$ cat src/rtl/adc_sample_ctrl.sv
// Trigger-decimated serial ADC sequencer: convst pulse, busy wait, SPI-style readout.
// Define ADC_AVG_EN to average results in pairs before presenting them on sample.
module adc_sample_ctrl #(
    parameter int DATA_W   = 12,
    parameter int SCLK_DIV = 2,
    parameter int CONV_W   = 4,
    parameter int BUSY_TO  = 255
) (
    input  logic              clk,
    input  logic              rst,
    input  logic              adc_trig,
    input  logic [3:0]        decim,
    input  logic              adc_busy,
    input  logic              adc_sdo,
    output logic              adc_convst,
    output logic              adc_cs_n,
    output logic              adc_sclk,
    output logic [DATA_W-1:0] sample,
    output logic              sample_valid,
    output logic              overrun,
    output logic              timeout
);

    localparam int TMR_MAX = (BUSY_TO > CONV_W)
                           ? ((BUSY_TO > SCLK_DIV) ? BUSY_TO : SCLK_DIV)
                           : ((CONV_W > SCLK_DIV) ? CONV_W : SCLK_DIV);
    localparam int TMR_W   = $clog2(TMR_MAX + 1);
    localparam int BIT_W   = $clog2(DATA_W + 1);

    typedef enum logic [2:0] {IDLE, CONVST, WAIT_BUSY, SHIFT, DONE} state_t;

    state_t            state, state_n;
    logic [2:0]        trig_sr;
    logic              busy_meta, busy_sync;
    logic [TMR_W-1:0]  tmr, tmr_n;
    logic [BIT_W-1:0]  bits, bits_n;
    logic              phase, phase_n;
    logic [DATA_W-1:0] shreg, shreg_n;
    logic [3:0]        trig_cnt, trig_cnt_n;
    logic [3:0]        cnt_inc, dec_eff;
    logic              edge_det, to_n;

`ifdef ADC_AVG_EN
    logic [DATA_W-1:0] acc;
    logic              half;
    logic [DATA_W:0]   sum;
    assign sum = {1'b0, acc} + {1'b0, shreg};
`endif

    assign edge_det = (trig_sr[2:1] == 2'b01);
    assign cnt_inc  = trig_cnt + 4'd1;
    assign dec_eff  = (decim == 4'd0) ? 4'd1 : decim;

    always_comb begin
        state_n    = state;
        tmr_n      = tmr;
        bits_n     = bits;
        phase_n    = phase;
        shreg_n    = shreg;
        trig_cnt_n = trig_cnt;
        to_n       = 1'b0;
        case (state)
            IDLE: begin
                if (edge_det) begin
                    if (cnt_inc >= dec_eff) begin
                        trig_cnt_n = '0;
                        tmr_n      = '0;
                        state_n    = CONVST;
                    end else begin
                        trig_cnt_n = cnt_inc;
                    end
                end
            end
            CONVST: begin
                if (tmr == TMR_W'(CONV_W - 1)) begin
                    tmr_n   = '0;
                    state_n = WAIT_BUSY;
                end else begin
                    tmr_n = tmr + 1'b1;
                end
            end
            WAIT_BUSY: begin
                // tmr != 0 enforces the two-cycle minimum before busy is trusted
                if (tmr != '0 && !busy_sync) begin
                    tmr_n   = '0;
                    bits_n  = '0;
                    phase_n = 1'b0;
                    state_n = SHIFT;
                end else if (tmr == TMR_W'(BUSY_TO - 1)) begin
                    to_n    = 1'b1;
                    state_n = IDLE;
                end else begin
                    tmr_n = tmr + 1'b1;
                end
            end
            SHIFT: begin
                if (tmr == TMR_W'(SCLK_DIV - 1)) begin
                    tmr_n   = '0;
                    phase_n = !phase;
                    if (!phase) begin
                        shreg_n = {shreg[DATA_W-2:0], adc_sdo};
                    end else if (bits == BIT_W'(DATA_W - 1)) begin
                        state_n = DONE;
                    end else begin
                        bits_n = bits + 1'b1;
                    end
                end else begin
                    tmr_n = tmr + 1'b1;
                end
            end
            DONE:    state_n = IDLE;
            default: state_n = IDLE;
        endcase
    end

    always_ff @(posedge clk or posedge rst) begin
        if (rst) begin
            trig_sr      <= '0;
            busy_meta    <= 1'b0;
            busy_sync    <= 1'b0;
            state        <= IDLE;
            tmr          <= '0;
            bits         <= '0;
            phase        <= 1'b0;
            shreg        <= '0;
            trig_cnt     <= '0;
            adc_convst   <= 1'b0;
            adc_cs_n     <= 1'b1;
            adc_sclk     <= 1'b1;
            sample       <= '0;
            sample_valid <= 1'b0;
            overrun      <= 1'b0;
            timeout      <= 1'b0;
`ifdef ADC_AVG_EN
            acc          <= '0;
            half         <= 1'b0;
`endif
        end else begin
            trig_sr      <= {trig_sr[1:0], adc_trig};
            busy_meta    <= adc_busy;
            busy_sync    <= busy_meta;
            state        <= state_n;
            tmr          <= tmr_n;
            bits         <= bits_n;
            phase        <= phase_n;
            shreg        <= shreg_n;
            trig_cnt     <= trig_cnt_n;
            // Outputs are decoded from next-state values so they are registered yet aligned with state
            adc_convst   <= (state_n == CONVST);
            adc_cs_n     <= (state_n != SHIFT);
            adc_sclk     <= (state_n == SHIFT) ? phase_n : 1'b1;
            overrun      <= edge_det && (state != IDLE);
            timeout      <= to_n;
            sample_valid <= 1'b0;
`ifdef ADC_AVG_EN
            if (state_n == DONE) begin
                if (half) begin
                    sample       <= sum[DATA_W:1];
                    sample_valid <= 1'b1;
                    half         <= 1'b0;
                end else begin
                    acc  <= shreg;
                    half <= 1'b1;
                end
            end
            if (to_n) begin
                half <= 1'b0;
            end
`else
            if (state_n == DONE) begin
                sample       <= shreg;
                sample_valid <= 1'b1;
            end
`endif
        end
    end

endmodule

$ cat config.mk
export PLATFORM = sky130hd
export DESIGN_NAME = adc_sample_ctrl
export DESIGN_NICKNAME = d
export VERILOG_FILES = /design/src/rtl/adc_sample_ctrl.sv
export SDC_FILE = /design/constraint.sdc
export NUM_CORES = 1
export LEC_CHECK = 0
export CAP_MARGIN = 10
export CORE_ASPECT_RATIO = 0.7
export CORE_MARGIN = 5
export CORE_UTILIZATION = 40
export DETAILED_ROUTE_END_ITERATION = 8
export SETUP_SLACK_MARGIN = 0.3
export SLEW_MARGIN = 5
export SYNTH_ARGS = -nofsm -noshare
export SYNTH_HDL_FRONTEND = slang
export SYNTH_SLANG_ARGS = --single-unit
$ cat constraint.sdc
create_clock -name clk -period 3 [get_ports clk]
set_clock_uncertainty 0.15 [all_clocks]
set_input_delay 0.6 -clock clk [delete_from_list [all_inputs] [get_ports clk]]
set_output_delay 0.6 -clock clk [all_outputs]
set_load 0.01 [all_outputs]
==> results.json <==
{
  "die_w_um": 106,
  "coreArea_mm2": 0.00625,
  "max-slew-margin-rel_pct": 55.2,
  "setup_slack_ns": 0.391,
  "numClockSinks": 55,
  "drtAntennaViolNets": 0,
  "p_leak_nw": 1.40,
  "cpMaxStageDelayCell": "clkdlybuf4s50_1",
  "postCtsHoldBufs": 0,
  "numCtsBuffers": 5,
  "clock-root-buffer": "clkbuf_8",
  "grt-ovfl-total": 0,
  "yosysSeqAreaShare_pct": 53.4,
  "synth_area_leader_cell": "dfrtp_1",
  "worst_pin_slew_ns": 0.671,
  "hold_ws_ns": 0.208,
  "utilization_pct": 49.9,
  "multiInputGateArea_mm2": 0.00116,
  "first_iter_violations": 58,
  "worstSetupPathType": "input port to flip-flop",
  "clk_latency_ns": 0.30,
  "wl_mm": 4.95,
  "diodes": 0,
  "grt_pass1_vias": 1854,
  "crit_fanout": 2,
  "synth_area_per_cell_um2": 11.8,
  "fmax_mhz": 383,
  "io-pin-count": 27,
  "max_stage_delay_ns": 0.40,
  "crit_chain": "clkdlybuf4s50_1, a31o_2, ha_1, nand2b_4, a2111o_1, a311oi_2, nor3_2, mux2_1",
  "hpwl_mm": 3.50,
  "hold_class": "flip-flop to flip-flop",
  "post-route-period-util_pct": 87.0,
  "rows": 24,
  "wire_per_inst_um": 14.8,
  "vias": 1767,
  "rsz0062_at_grt": "true",
  "grt_pass1_wl_mm": 8.85,
  "track_usage_pct": 13.4,
  "worst_setup_path_end_kind": "flip-flop",
  "start_util_pct": 41.3,
  "irDropWorstVdd_mv": 0.269,
  "fin_nets": 275,
  "netlist_area_mm2": 0.00258,
  "min_period_ns": 2.61,
  "drive_above_1_share_pct": 18.8,
  "antenna_found_initial": 0,
  "cts_tree": "yes",
  "final_max_slew_viol_count": 0,
  "grt_max_degree": 56,
  "synth_nets": 239,
  "viasPerCell": 5.29,
  "fillCellCount": 588,
  "required_ns": 3.05,
  "seq_area_mm2": 0.00138,
  "synth.ff_latch_count": 55,
  "synth_edf_count": 0,
  "yosys-top-cells-area": "dfrtp_1 (51%), mux2_1 (6.1%), ha_1 (5.3%), mux2_2 (5.2%), o21ai_0 (2.3%)",
  "setup_viol": 0,
  "status": "finished, final reports clean",
  "totalPowerFinal_w": 0.00233,
  "maxCapViolations": 0,
  "drc": 0,
  "cp_data_arrival_time_ns": 2.65,
  "hold_viol_final": 0,
  "ys_async_sr_fraction_pct": 100,
  "p_per_area_mw_per_mm2": 747,
  "synth_cell_types": 53,
  "path_clk_slew_ns": 0.10,
  "cp-start-kind": "input port",
  "portBuffers": 26,
  "clk_path_buf_depth": 2,
  "ys.warnings.count": 0,
  "synthFlopType": "dfrtp_1",
  "die_y_um": 77.2,
  "htreeDepth": 2,
  "dieArea_mm2": 0.00819,
  "syn2layout_area_growth_pct": 20.6,
  "synthCells": 219,
  "synth_top_area_share_pct": 51.4,
  "dr.pass1.iters": 4,
  "gp_congestion": 0.820,
  "place_ws_ns": -0.172
}
layout by cell type, fill, tap and decap left out, drive strengths merged, types with 6 or more instances in the layout:
cell,Yosys,layout
buf,4,8
o21ai,15,15
nand2b,9,9
ha,11,11
dfrtp,53,53
clkbuf,1,6
nand2,13,13
mux2,26,26
inv,15,16
nor2,6,6
nand3,9,9
clkdlybuf4s50,0,23
through the flow:
stage	instance area (um2)	cells	TNS [ns]
2_1_floorplan	2580	219	0
5_1_grt	3120	334	0
3_5_place_dp	2980	326	-1.22
3_3_place_gp	2980	326	-0.904
6_report	3120	334	0
4_1_cts	3120	334	0
synthesized netlist by cell type (2+ instances only):
library cell,n
a311oi_1,3
mux2_2,12
and3_1,2
nor2b_1,3
ha_1,11
nand3_1,9
nor3_1,3
nand4_1,2
dfrtp_1,53
mux2_1,14
inv_1,15
nand3b_1,2
o21ai_1,2
nand2b_1,9
o21ai_0,12
dfstp_2,2
and2_1,2
o221ai_1,5
or3_1,4
xnor2_1,2
nand2_1,13
nor2_1,5
or4_1,2
a21oi_1,3
kinds of logic (layout without fill, tap and decap cells):
| logic type | Yosys count | count (layout) | share of synthesized area [%] |
|---|---|---|---|
| XOR/XNOR | 3 | 3 | 1.02 |
| AND/OR/NAND/NOR | 67 | 67 | 15.5 |
| multiplexers | 27 | 27 | 11.7 |
| AO/OA/AOI/OAI | 36 | 36 | 9.69 |
| adder cells (fa/ha/maj) | 11 | 11 | 5.33 |
| flip-flops | 55 | 55 | 53.4 |
| buffers and inverters | 20 | 57 | 3.39 |
flip-flops by register name, indices dropped and copies added, names as in the netlist:
signal,cells
adc_convst,1
adc_cs_n,1
adc_sclk,1
bits,4
busy_meta,1
busy_sync,1
overrun,1
phase,1
sample,12
sample_valid,1
shreg,12
state,3
timeout,1
tmr,8
trig_cnt,4
trig_sr,3
path summary, 6_finish.rpt:
kind | start | to | slack, ns | depth (start not counted)
worst min register to register | trig_sr[0] | trig_sr[1] | 0.21 | 0
worst min-delay path | trig_sr[0] | trig_sr[1] | 0.21 | 0
worst max-delay path | decim[0] | tmr[0] | 0.39 | 8
worst max register to register | tmr[0] | tmr[7] | 0.47 | 7
min in group asynchronous | rst | sample[5] | 0.50 | 3
max in group asynchronous | rst | adc_sclk | 1.90 | 3
final cells by class:
type | count | share of cell area, %
repair buffers | 34 | 10.7
flip-flops and latches | 55 | 44.3
clock inverters | 2 | 0.522
multi-input cells | 144 | 37.3
inverters | 15 | 1.81
well taps | 78 | 3.13
clock buffers | 6 | 2.33
worst max-delay path, delay by kind of cell:
kind,cells,cell delay (ns)
multiplexers,1,0.32
buffers and inverters,1,0.40
AO/OA/AOI/OAI,3,0.85
AND/OR/NAND/NOR,2,0.21
adder cells (fa/ha/maj),1,0.26
what timing repair did:
action,CTS,global route
endpoints found under the setup margin,8,5
buffers inserted,0,0
pin swaps,3,1
gates resized for setup,14,0
metal layers:
metal	GRT usage [%]	wire (um)	up-vias
li1	-	-	863
met1	20.2	2660	876
met5	0	0	-
met4	3.88	48	0
met2	18.9	2040	23
met3	3.19	206	5
power by group:
part	switching (W)	internal (W)
clock network	0.000248	0.000168
logic	0.000474	0.000414
registers	0.000140	0.000883
Power figures use the tool's default switching activity.
